`src/rtl/icache_pkg.sv`:
```
// Shared definitions for the set-associative instruction cache: controller
// state encoding and the address-field width helpers.
package icache_pkg;

  localparam logic [1:0] IDLE        = 2'b00;
  localparam logic [1:0] MEM_READ    = 2'b01;
  localparam logic [1:0] CACHE_WRITE = 2'b11;
  localparam logic [1:0] FLUSH       = 2'b10;

  function automatic int clog2(input int v);
    int r;
    r = 0;
    for (int i = 0; i < 31; i++)
      if ((1 << i) < v) r = i + 1;
    return r;
  endfunction

  function automatic int max1(input int v);
    return (v < 1) ? 1 : v;
  endfunction

  function automatic int wo_bits(input int words);
    return clog2(words);
  endfunction

  function automatic int ix_bits(input int sets);
    return clog2(sets);
  endfunction

  function automatic int tag_bits(input int addr_w, input int words, input int sets);
    return addr_w - 2 - clog2(words) - clog2(sets);
  endfunction

  localparam int WO_DEF    = wo_bits(4);
  localparam int IX_DEF    = ix_bits(4);
  localparam int TAG_W_DEF = tag_bits(10, 4, 4);

endpackage

```
`src/rtl/icache_way.sv`:
```
// One way of the cache: per-set valid bit, tag and block storage, with the
// lookup-side tag compare and word select.
module icache_way
  import icache_pkg::*;
#(
  parameter int WORDS = 4,
  parameter int SETS  = 4,
  parameter int TAG_W = 4,
  localparam int WO = wo_bits(WORDS),
  localparam int IX = ix_bits(SETS)
) (
  input  logic                  clock,
  input  logic                  reset,
  input  logic                  flush_all,
  input  logic [IX-1:0]         look_index,
  input  logic [TAG_W-1:0]      look_tag,
  input  logic [WO-1:0]         look_word,
  output logic                  match,
  output logic [31:0]           word,
  input  logic [IX-1:0]         fill_index,
  output logic                  fill_valid,
  input  logic                  write_en,
  input  logic [TAG_W-1:0]      write_tag,
  input  logic [32*WORDS-1:0]   write_block
);

  logic [SETS-1:0]  valid;
  logic [TAG_W-1:0] tag_q  [SETS];
  logic [31:0]      data_q [SETS][WORDS];

  always_ff @(posedge clock) begin
    if (!reset || flush_all)
      valid <= '0;
    else if (write_en)
      valid[fill_index] <= 1'b1;
  end

  // Tag and data storage carry no reset; the valid bit guards them.
  always_ff @(posedge clock) begin
    if (write_en) begin
      tag_q[fill_index] <= write_tag;
      for (int k = 0; k < WORDS; k++)
        data_q[fill_index][k] <= write_block[32*k +: 32];
    end
  end

  assign match      = valid[look_index] && (tag_q[look_index] == look_tag);
  assign word       = data_q[look_index][look_word];
  assign fill_valid = valid[fill_index];

endmodule

```
`src/rtl/icache_assoc.sv`:
```
// Set-associative instruction cache: miss/fill/flush controller, round-robin
// replacement and saturating hit/miss counters around WAYS icache_way slices.
module icache_assoc
  import icache_pkg::*;
#(
  parameter int ADDR_W = 10,
  parameter int WORDS  = 4,
  parameter int SETS   = 4,
  parameter int WAYS   = 2,
  parameter int CNT_W  = 16,
  localparam int WO    = wo_bits(WORDS),
  localparam int IX    = ix_bits(SETS),
  localparam int TAG_W = tag_bits(ADDR_W, WORDS, SETS),
  localparam int BA_W  = TAG_W + IX,
  localparam int VW    = max1(clog2(WAYS))
) (
  input  logic                clock,
  input  logic                reset,
  input  logic                read,
  input  logic [ADDR_W-1:0]   address,
  input  logic                flush,
  output logic [31:0]         readdata,
  output logic                cache_busywait,
  output logic                mem_read,
  output logic [BA_W-1:0]     mem_address,
  input  logic [32*WORDS-1:0] mem_readdata,
  input  logic                mem_busywait,
  output logic [CNT_W-1:0]    hit_count,
  output logic [CNT_W-1:0]    miss_count
);

  logic [1:0]          state, next_state;
  logic                flush_pending;
  logic [BA_W-1:0]     blk_q;
  logic [32*WORDS-1:0] fill_data_q;

  logic [WO-1:0]       look_word;
  logic [IX-1:0]       look_index;
  logic [TAG_W-1:0]    look_tag;
  logic [1:0]          unused_byte;
  logic [IX-1:0]       fill_index;
  logic [TAG_W-1:0]    fill_tag;

  logic [WAYS-1:0]     way_match;
  logic [WAYS-1:0]     way_valid;
  logic [WAYS-1:0]     way_write;
  logic [31:0]         way_word [WAYS];

  logic                hit, start_miss, write_en, flush_all, all_valid;
  logic [VW-1:0]       victim, ptr_cur;

  assign look_word   = address[2 +: WO];
  assign look_index  = address[2+WO +: IX];
  assign look_tag    = address[2+WO+IX +: TAG_W];
  assign unused_byte = address[1:0];
  assign fill_index  = blk_q[IX-1:0];
  assign fill_tag    = blk_q[IX +: TAG_W];

  for (genvar w = 0; w < WAYS; w++) begin : g_way
    icache_way #(
      .WORDS (WORDS),
      .SETS  (SETS),
      .TAG_W (TAG_W)
    ) u_way (
      .clock       (clock),
      .reset       (reset),
      .flush_all   (flush_all),
      .look_index  (look_index),
      .look_tag    (look_tag),
      .look_word   (look_word),
      .match       (way_match[w]),
      .word        (way_word[w]),
      .fill_index  (fill_index),
      .fill_valid  (way_valid[w]),
      .write_en    (way_write[w]),
      .write_tag   (fill_tag),
      .write_block (fill_data_q)
    );
    assign way_write[w] = write_en && (victim == VW'(w));
  end

  assign hit        = read && (state == IDLE) && $onehot(way_match);
  assign start_miss = (state == IDLE) && !flush && read && !hit;

  always_comb begin
    readdata = '0;
    if (hit)
      for (int w = 0; w < WAYS; w++)
        if (way_match[w]) readdata = readdata | way_word[w];
  end

  // Fill the lowest invalid way first; only a full set consults the pointer.
  assign all_valid = &way_valid;

  always_comb begin
    victim = ptr_cur;
    for (int w = WAYS - 1; w >= 0; w--)
      if (!way_valid[w]) victim = VW'(w);
  end

  if (WAYS > 1) begin : g_ptr
    logic [VW-1:0] ptr_q [SETS];

    always_ff @(posedge clock) begin
      if (!reset || flush_all) begin
        for (int s = 0; s < SETS; s++) ptr_q[s] <= '0;
      end else if (write_en && all_valid) begin
        ptr_q[fill_index] <= (ptr_q[fill_index] == VW'(WAYS - 1)) ? '0
                             : ptr_q[fill_index] + VW'(1);
      end
    end

    assign ptr_cur = ptr_q[fill_index];
  end else begin : g_no_ptr
    assign ptr_cur = '0;
  end

  always_ff @(posedge clock) begin
    if (!reset) state <= IDLE;
    else        state <= next_state;
  end

  always_comb begin
    next_state = state;
    case (state)
      IDLE: begin
        if (flush)            next_state = FLUSH;
        else if (read && !hit) next_state = MEM_READ;
      end
      MEM_READ:    if (!mem_busywait) next_state = CACHE_WRITE;
      CACHE_WRITE: next_state = (flush_pending || flush) ? FLUSH : IDLE;
      FLUSH:       next_state = IDLE;
      default:     next_state = IDLE;
    endcase
  end

  always_comb begin
    mem_read       = (state == MEM_READ);
    mem_address    = mem_read ? blk_q : '0;
    write_en       = (state == CACHE_WRITE);
    flush_all      = (state == FLUSH);
    cache_busywait = (state != IDLE) || (read && !hit) || flush_pending;
  end

  // A flush seen mid-fill is deferred until the block has been written.
  always_ff @(posedge clock) begin
    if (!reset)
      flush_pending <= 1'b0;
    else if (state == FLUSH)
      flush_pending <= 1'b0;
    else if (flush && (state == MEM_READ || state == CACHE_WRITE))
      flush_pending <= 1'b1;
  end

  always_ff @(posedge clock) begin
    if (start_miss) blk_q <= address[ADDR_W-1 -: BA_W];
    if (state == MEM_READ && !mem_busywait) fill_data_q <= mem_readdata;
  end

  always_ff @(posedge clock) begin
    if (!reset) begin
      hit_count  <= '0;
      miss_count <= '0;
    end else begin
      if (hit && hit_count != '1)         hit_count  <= hit_count + CNT_W'(1);
      if (start_miss && miss_count != '1) miss_count <= miss_count + CNT_W'(1);
    end
  end

endmodule

```
`config.mk`:
```
export PLATFORM = sky130hd
export DESIGN_NAME = icache_assoc
export DESIGN_NICKNAME = d
export VERILOG_FILES = /design/src/rtl/icache_pkg.sv /design/src/rtl/icache_way.sv /design/src/rtl/icache_assoc.sv
export SDC_FILE = /design/constraint.sdc
export NUM_CORES = 1
export LEC_CHECK = 0
export CAP_MARGIN = 25
export CORE_ASPECT_RATIO = 0.9
export CORE_MARGIN = 2
export CORE_UTILIZATION = 60
export CTS_BUF_LIST = sky130_fd_sc_hd__clkbuf_8 sky130_fd_sc_hd__clkbuf_16
export CTS_CLUSTER_DIAMETER = 60
export DETAILED_ROUTE_END_ITERATION = 8
export MAX_ROUTING_LAYER = met4
export PLACE_DENSITY_LB_ADDON = 0.15
export SETUP_SLACK_MARGIN = 0.5
export SLEW_MARGIN = 25
export SYNTH_ARGS = -nofsm -noshare
export SYNTH_HDL_FRONTEND = slang
export SYNTH_SLANG_ARGS = --single-unit
```
`constraint.sdc`:
```
create_clock -name clock -period 16 [get_ports clock]
set_clock_uncertainty 0.1 [all_clocks]
set_input_delay 2.4 -clock clock [delete_from_list [all_inputs] [get_ports clock]]
set_output_delay 2.4 -clock clock [all_outputs]
set_load 0.1 [all_outputs]
```
==> metrics, run 1 <==
Clock transition at path regs=0.05 ns; final wirelength=92,700 µm; IO Port Bufs=212; via count=21,400; GPL Wtd Cong=0.795; syn_nets=2,175; Synth area leader=edfxtp_1; Post-synth top flop=edfxtp_1; Hold-fix buffers, CTS=0; post-route clock period utilization=60.9%; Clock Latency Late Sink=0.67 ns; reg2reg setup slack=11.47 ns; HPWL Detailed=47,700 µm; most used cell, CP=buf_6; Die Footprint=80,100 µm²; mean post-synth cell area=23.0 µm²; Critical Path Max Stage Delay=1.23 ns; crit path to=readdata[25]; pre-CTS WS=5.86 ns; Internal=5.17 mW; first drt pass iteration count=7; ratio of cells with drive above 1 in the final layout=23.2%; Max FO, Critical Path=44; critical path type=in -> out; final setup margin=6.26 ns; clock tree root buffer cell=clkbuf_16; crit path time final=9.74 ns; worst r2r dst=g_way[1].u_way.data_q[2][108]$_DFFE_PP_; peak supply drop=0.000106 V; setup TNS=0 ns; dominant cells by area after synthesis=edfxtp_1 77%, mux4_2 16%, dfxtp_1 1.9%; Initial DRC Count=1,797; num rows=97; hold violation count in the final report=0; postcts setup bufs=0; Post-synth EDFFs=1,194; synth unique cells=41; routed len/inst=27.1 µm; die width=298 µm; sequential power share=55.4%; CTS Buffer Depth=3; Final Setup Violations=0; post-synthesis register bit count=1,239; nets=2,433; largest net degree at the start of global routing=134; Pwr Density=119 nW/µm²; CTS tree=done; RSZ-0062 raised after global routing=no; drt drc=0; Leak=16.7 nW; PostCTS Resize Cnt=0; Util after Layout=69.6%; synthesized area=46,700 µm²; Critical Path Start Type=primary input; CP arrival=7.24 ns; # IOs=215; H-tree depth=3; switching share of power=19.8%; CTS Sinks=1,239; Psw=1.27 mW; core area=77,400 µm²; FF-to-FF Start=blk_q[0]$_DFFE_PP_; synth warn=0; MaxCap Viol Count=0; sequential area share after synthesis=78.7%; design area=53,900 µm²; fraction of registers with async set/reset=0%; Die Ht=269 µm; combinational share of power=3.7%; GRT Total Usage=24.5%; status=finished clean; vias in the first global route=22,600; post-DR vias/cell=6.25; Routed Antenna Nets=0; first-pass GRT wire length=141,000 µm; Clk pwr share=40.9%; area delta synth->final=15.5%; min-delay worst type=reg -> reg; Setup crit end kind=output pin; max-slew violations=0; Placed Area=50,100 µm²; CP startpoint=address[5]; FMAX=103 MHz; initial antenna violation count=5; CP max-delay cell=clkdlybuf4s50_1; CP Cell Sequence=buf_6 > buf_6 > mux4_2 > xnor2_1 > nand2_1 > nor2_1 > nand2b_2 > buf_4 > nand2b_1 > a21oi_1 > clkdlybuf4s50_1; Worst Max-Slew Pin Slew=1.03 ns; total CTS buffers=117; total grt overflow=0; headroom to the max-slew limit=31.0%; share of the synthesized area in the top cell type=76.8%; cells after synthesis=2,030; initial core utilization=60.3%; Worst Reg-to-Reg Cells=7; Critical Path RT=13.50 ns
==> routing by layer <==
metal	vias up	global-route usage, %	share of wire (%)
li1	9102	-	-
met1	11400	33.2	41
met2	751	39.7	51
met3	154	3.82	6.3
met4	0	6.55	2.1
met5	-	-	0
==> sequential cells by signal (all words and copies together) (netlist names), named ones only <==
register            count
g_way.u_way.data_q   1024
fill_data_q           128
g_way.u_way.tag_q      32
hit_count              16
miss_count             16
g_way.u_way.valid       8
blk_q                   6
g_ptr.ptr_q             4
state                   2
flush_pending           1
==> kinds of logic (layout without fill, tap and decap cells) <==
logic type	Yosys count	in the layout	share of synthesized area, %
compound gates	84	84	1.01
xor+xnor	10	10	0.188
fa+ha+maj	2	2	0.0536
buf+inv	114	466	0.965
flops	1239	1239	78.7
mux	349	349	16.4
other cells	0	4	0
simple gates	232	232	2.66
==> worst max-delay path, delay by kind of cell <==
family | cells | cell delay [ns]
buffers and inverters | 4 | 2.73
AO/OA/AOI/OAI | 1 | 0.42
AND/OR/NAND/NOR | 4 | 0.96
XOR/XNOR | 1 | 0.16
multiplexers | 1 | 0.42
==> area by class of cell <==
cell class | count | area [µm²]
sequential | 1239 | 36800
fill | 4648 | 23500
multi-input combinational | 677 | 9570
clock buffer | 118 | 2950
timing repair buffer | 245 | 2550
tap | 1039 | 1300
clock inverter | 95 | 747
inverter | 8 | 30.0
antenna | 4 | 10.0
==> metrics by stage <==
step | power (mW) | instances | hold slack (ns)
2_1_floorplan | 3.79 | 2030 | 0.352
3_3_place_gp | 3.87 | 3203 | 0.362
3_5_place_dp | 3.87 | 3204 | 0.378
4_1_cts | 6.49 | 3417 | 0.387
5_1_grt | 6.63 | 3425 | 0.405
6_report | 6.44 | 3425 | 0.384
==> cells in the final DEF, fill, tap and decap left out, drive strengths merged, types with 7 or more instances in the layout <==
cell type      count
mux4             333
nor3              12
xnor2              8
nand2b            49
bufinv            10
clkinv            62
clkdlybuf4s50    207
a21oi             51
nand4             11
nand2             32
nand3             46
clkbuf           118
o21ai             16
mux2i             14
or3               12
dfxtp             45
o31ai              7
nor2              35
and3              13
edfxtp          1194
buf               38
inv               29
==> how the worst min path moves through the flow <==
stage / depth (start not counted) / start / end / slack, ns
3_5_place_dp: 1 / g_way[1].u_way.valid[3]$_SDFFE_PP0P_ / g_way[1].u_way.valid[3]$_SDFFE_PP0P_ / 0.38
5_1_grt: 1 / g_way[1].u_way.valid[3]$_SDFFE_PP0P_ / g_way[1].u_way.valid[3]$_SDFFE_PP0P_ / 0.40
3_3_place_gp: 2 / hit_count[8]$_SDFFE_PN0P_ / hit_count[8]$_SDFFE_PN0P_ / 0.36
2_1_floorplan: 2 / g_way[0].u_way.valid[2]$_SDFFE_PP0P_ / g_way[0].u_way.valid[2]$_SDFFE_PP0P_ / 0.35
4_1_cts: 2 / hit_count[8]$_SDFFE_PN0P_ / hit_count[8]$_SDFFE_PN0P_ / 0.39
6_report: 2 / hit_count[8]$_SDFFE_PN0P_ / hit_count[8]$_SDFFE_PN0P_ / 0.38
==> cell usage after synthesis, drive strengths merged (2+ instances only) <==
cell / number
xnor2: 8
nand3: 46
or3: 12
and3: 13
ha: 2
o31ai: 7
mux2: 2
or4: 5
o21a: 2
a311oi: 2
buf: 27
nor4: 4
nand2: 32
clkbuf: 79
nand4: 11
o21ai: 16
nor3: 12
mux2i: 14
nand2b: 49
and4: 5
mux4: 333
nor2: 35
or2: 3
edfxtp: 1194
a21oi: 51
and2: 5
xor2: 2
inv: 7
dfxtp: 45
==> power groups by stage <==
stage	clock, mW	combinational (mW)	sequential (mW)
2_1_floorplan	0	0.156	3.63
3_3_place_gp	0	0.234	3.63
3_5_place_dp	0	0.237	3.64
4_1_cts	2.69	0.239	3.57
5_1_grt	2.81	0.251	3.57
6_report	2.64	0.236	3.57
No activity file was read; power rests on OpenSTA's default activity.
==> inputs of run 2 (changes only) <==
Settings changed: CORE_UTILIZATION 60 to 54.
Clock period 16 ns to 8.1 ns, I/O delays scaled along.
==> metrics, run 2 (synthesized netlist as in run 1, its figures left out) <==
status=finished clean; commonest non-fill, non-tap cell in the layout=edfxtp_1; Critical Path Max Stage Delay=0.99 ns; final wirelength=92,200 µm; setup TNS=0 ns; hold path start=miss_count[15]$_SDFFE_PN0P_; first drt pass iteration count=5; Die Ht=283 µm; Min-Delay Path Depth=2; Critical Path Start Type=primary input; Clock transition at path regs=0.06 ns; worst r2r dst=g_way[1].u_way.data_q[2][35]$_DFFE_PP_; GRT Total Usage=22.0%; first-pass GRT wire length=142,000 µm; Leak=16.8 nW; Largest register FFs=1,024; Hold-fix buffers, CTS=0; Final Setup Violations=0; critical path type=in -> out; initial core utilization=54.4%; registers with the most flip-flops=g_way.u_way.data_q x1024, fill_data_q x128, g_way.u_way.tag_q x32; CTS tree=done; ratio of cells with drive above 1 in the final layout=24.0%; clock tree root buffer cell=clkbuf_16; num rows=102; FF-to-FF Start=blk_q[0]$_DFFE_PP_; Seq. cell area=36,800 µm²; GPL Wtd Cong=0.793; MaxCap Viol Count=0; post-route clock period utilization=81.0%; headroom to the max-slew limit=27.6%; HPWL Detailed=50,500 µm; most frequent cells in the layout=1,194 x edfxtp_1, 333 x mux4_2, 201 x clkdlybuf4s50_1; total CTS buffers=119; Routed Antenna Nets=0; nets=2,446; Worst Max-Slew Pin Slew=1.08 ns; fillers=5,668; Worst Reg-to-Reg Cells=7; Max FO, Critical Path=41; max-slew violations=0; postcts setup bufs=0; total grt overflow=0; initial antenna violation count=3; routed len/inst=26.0 µm; Top reg by flops=g_way.u_way.data_q; Setup crit end kind=output pin; Worst Hold Path EP=miss_count[15]$_SDFFE_PN0P_; crit path time final=6.56 ns; Initial DRC Count=2,245; CP max-delay cell=clkdlybuf4s50_1; post-DR vias/cell=6.04; die width=314 µm; peak supply drop=0.000187 V; reg2reg setup slack=3.96 ns; H-tree depth=3; min-delay worst type=reg -> reg; Pwr Density=236 nW/µm²; vias in the first global route=22,700; core area=85,900 µm²; CTS Buffer Depth=3; via count=21,400; CP Cell Sequence=buf_8 > buf_4 > buf_4 > mux4_2 > mux4_2 > nand2b_1 > a21oi_1 > clkdlybuf4s50_1; Util after Layout=63.1%; Die Footprint=88,800 µm²; largest net degree at the start of global routing=134; Critical Path RT=6.78 ns; IO Port Bufs=212; hold violation count in the final report=0; drt drc=0; CTS Sinks=1,239; RSZ-0062 raised after global routing=no; overall power=12.8 mW; area delta synth->final=16.0%; Clock Latency Late Sink=0.68 ns; FMAX=152 MHz; CP arrival=5.25 ns; area of the multi-input gates=9590 µm²; PostCTS Resize Cnt=0; # IOs=215
==> run 2: critical path: cells and delay by family <==
kind	cells	cell delay [ns]
multiplexers	2	1.08
buffers and inverters	4	2.68
AO/OA/AOI/OAI	1	0.09
AND/OR/NAND/NOR	1	0.10
==> run 2: worst max path at each step <==
stage	start	end	slack (ns)	cells past startpoint
global route	address[4]	readdata[9]	1.20	8
finish	address[4]	readdata[9]	1.54	8
CTS	address[4]	readdata[9]	1.38	8
floorplan	blk_q[0]$_DFFE_PP_	g_way[0].u_way.data_q[2][0]$_DFFE_PP_	0.33	5
detailed placement	address[4]	readdata[9]	1.39	8
global placement	address[4]	readdata[9]	1.38	8
==> run 2: cell type report <==
| class | count | share of cell area, % |
|---|---|---|
| well taps | 1144 | 2.64 |
| inverters | 8 | 0.0554 |
| diodes | 3 | 0.0139 |
| clock inverters | 100 | 1.37 |
| clock buffers | 121 | 5.57 |
| flip-flops and latches | 1239 | 67.9 |
| repair buffers | 256 | 4.78 |
| multi-input cells | 677 | 17.7 |
==> run 2: where the power goes <==
part	internal [mW]	switching [mW]
clock	3.01	2.27
sequential	7.01	0.0401
combinational	0.246	0.224
total	10.3	2.53
==> run 2: per-layer routing <==
metal / share of wire [%] / global-route usage (%) / wire length [µm]
met1: 42 / 31.0 / 38500
met2: 50 / 34.6 / 45900
met3: 6.6 / 3.46 / 6090
met4: 1.9 / 4.86 / 1720
met5: 0 / - / 0
==> run 2: stage by stage <==
step / area [µm²] / std cells / hold slack (ns) / setup WS (ns)
6_report: 54200 / 3548 / 0.390 / 1.54
5_1_grt: 54200 / 3547 / 0.412 / 1.20
4_1_cts: 54100 / 3544 / 0.397 / 1.38
3_5_place_dp: 50400 / 3323 / 0.385 / 1.39
3_3_place_gp: 50300 / 3321 / 0.365 / 1.38
2_1_floorplan: 46700 / 2030 / 0.352 / 0.328
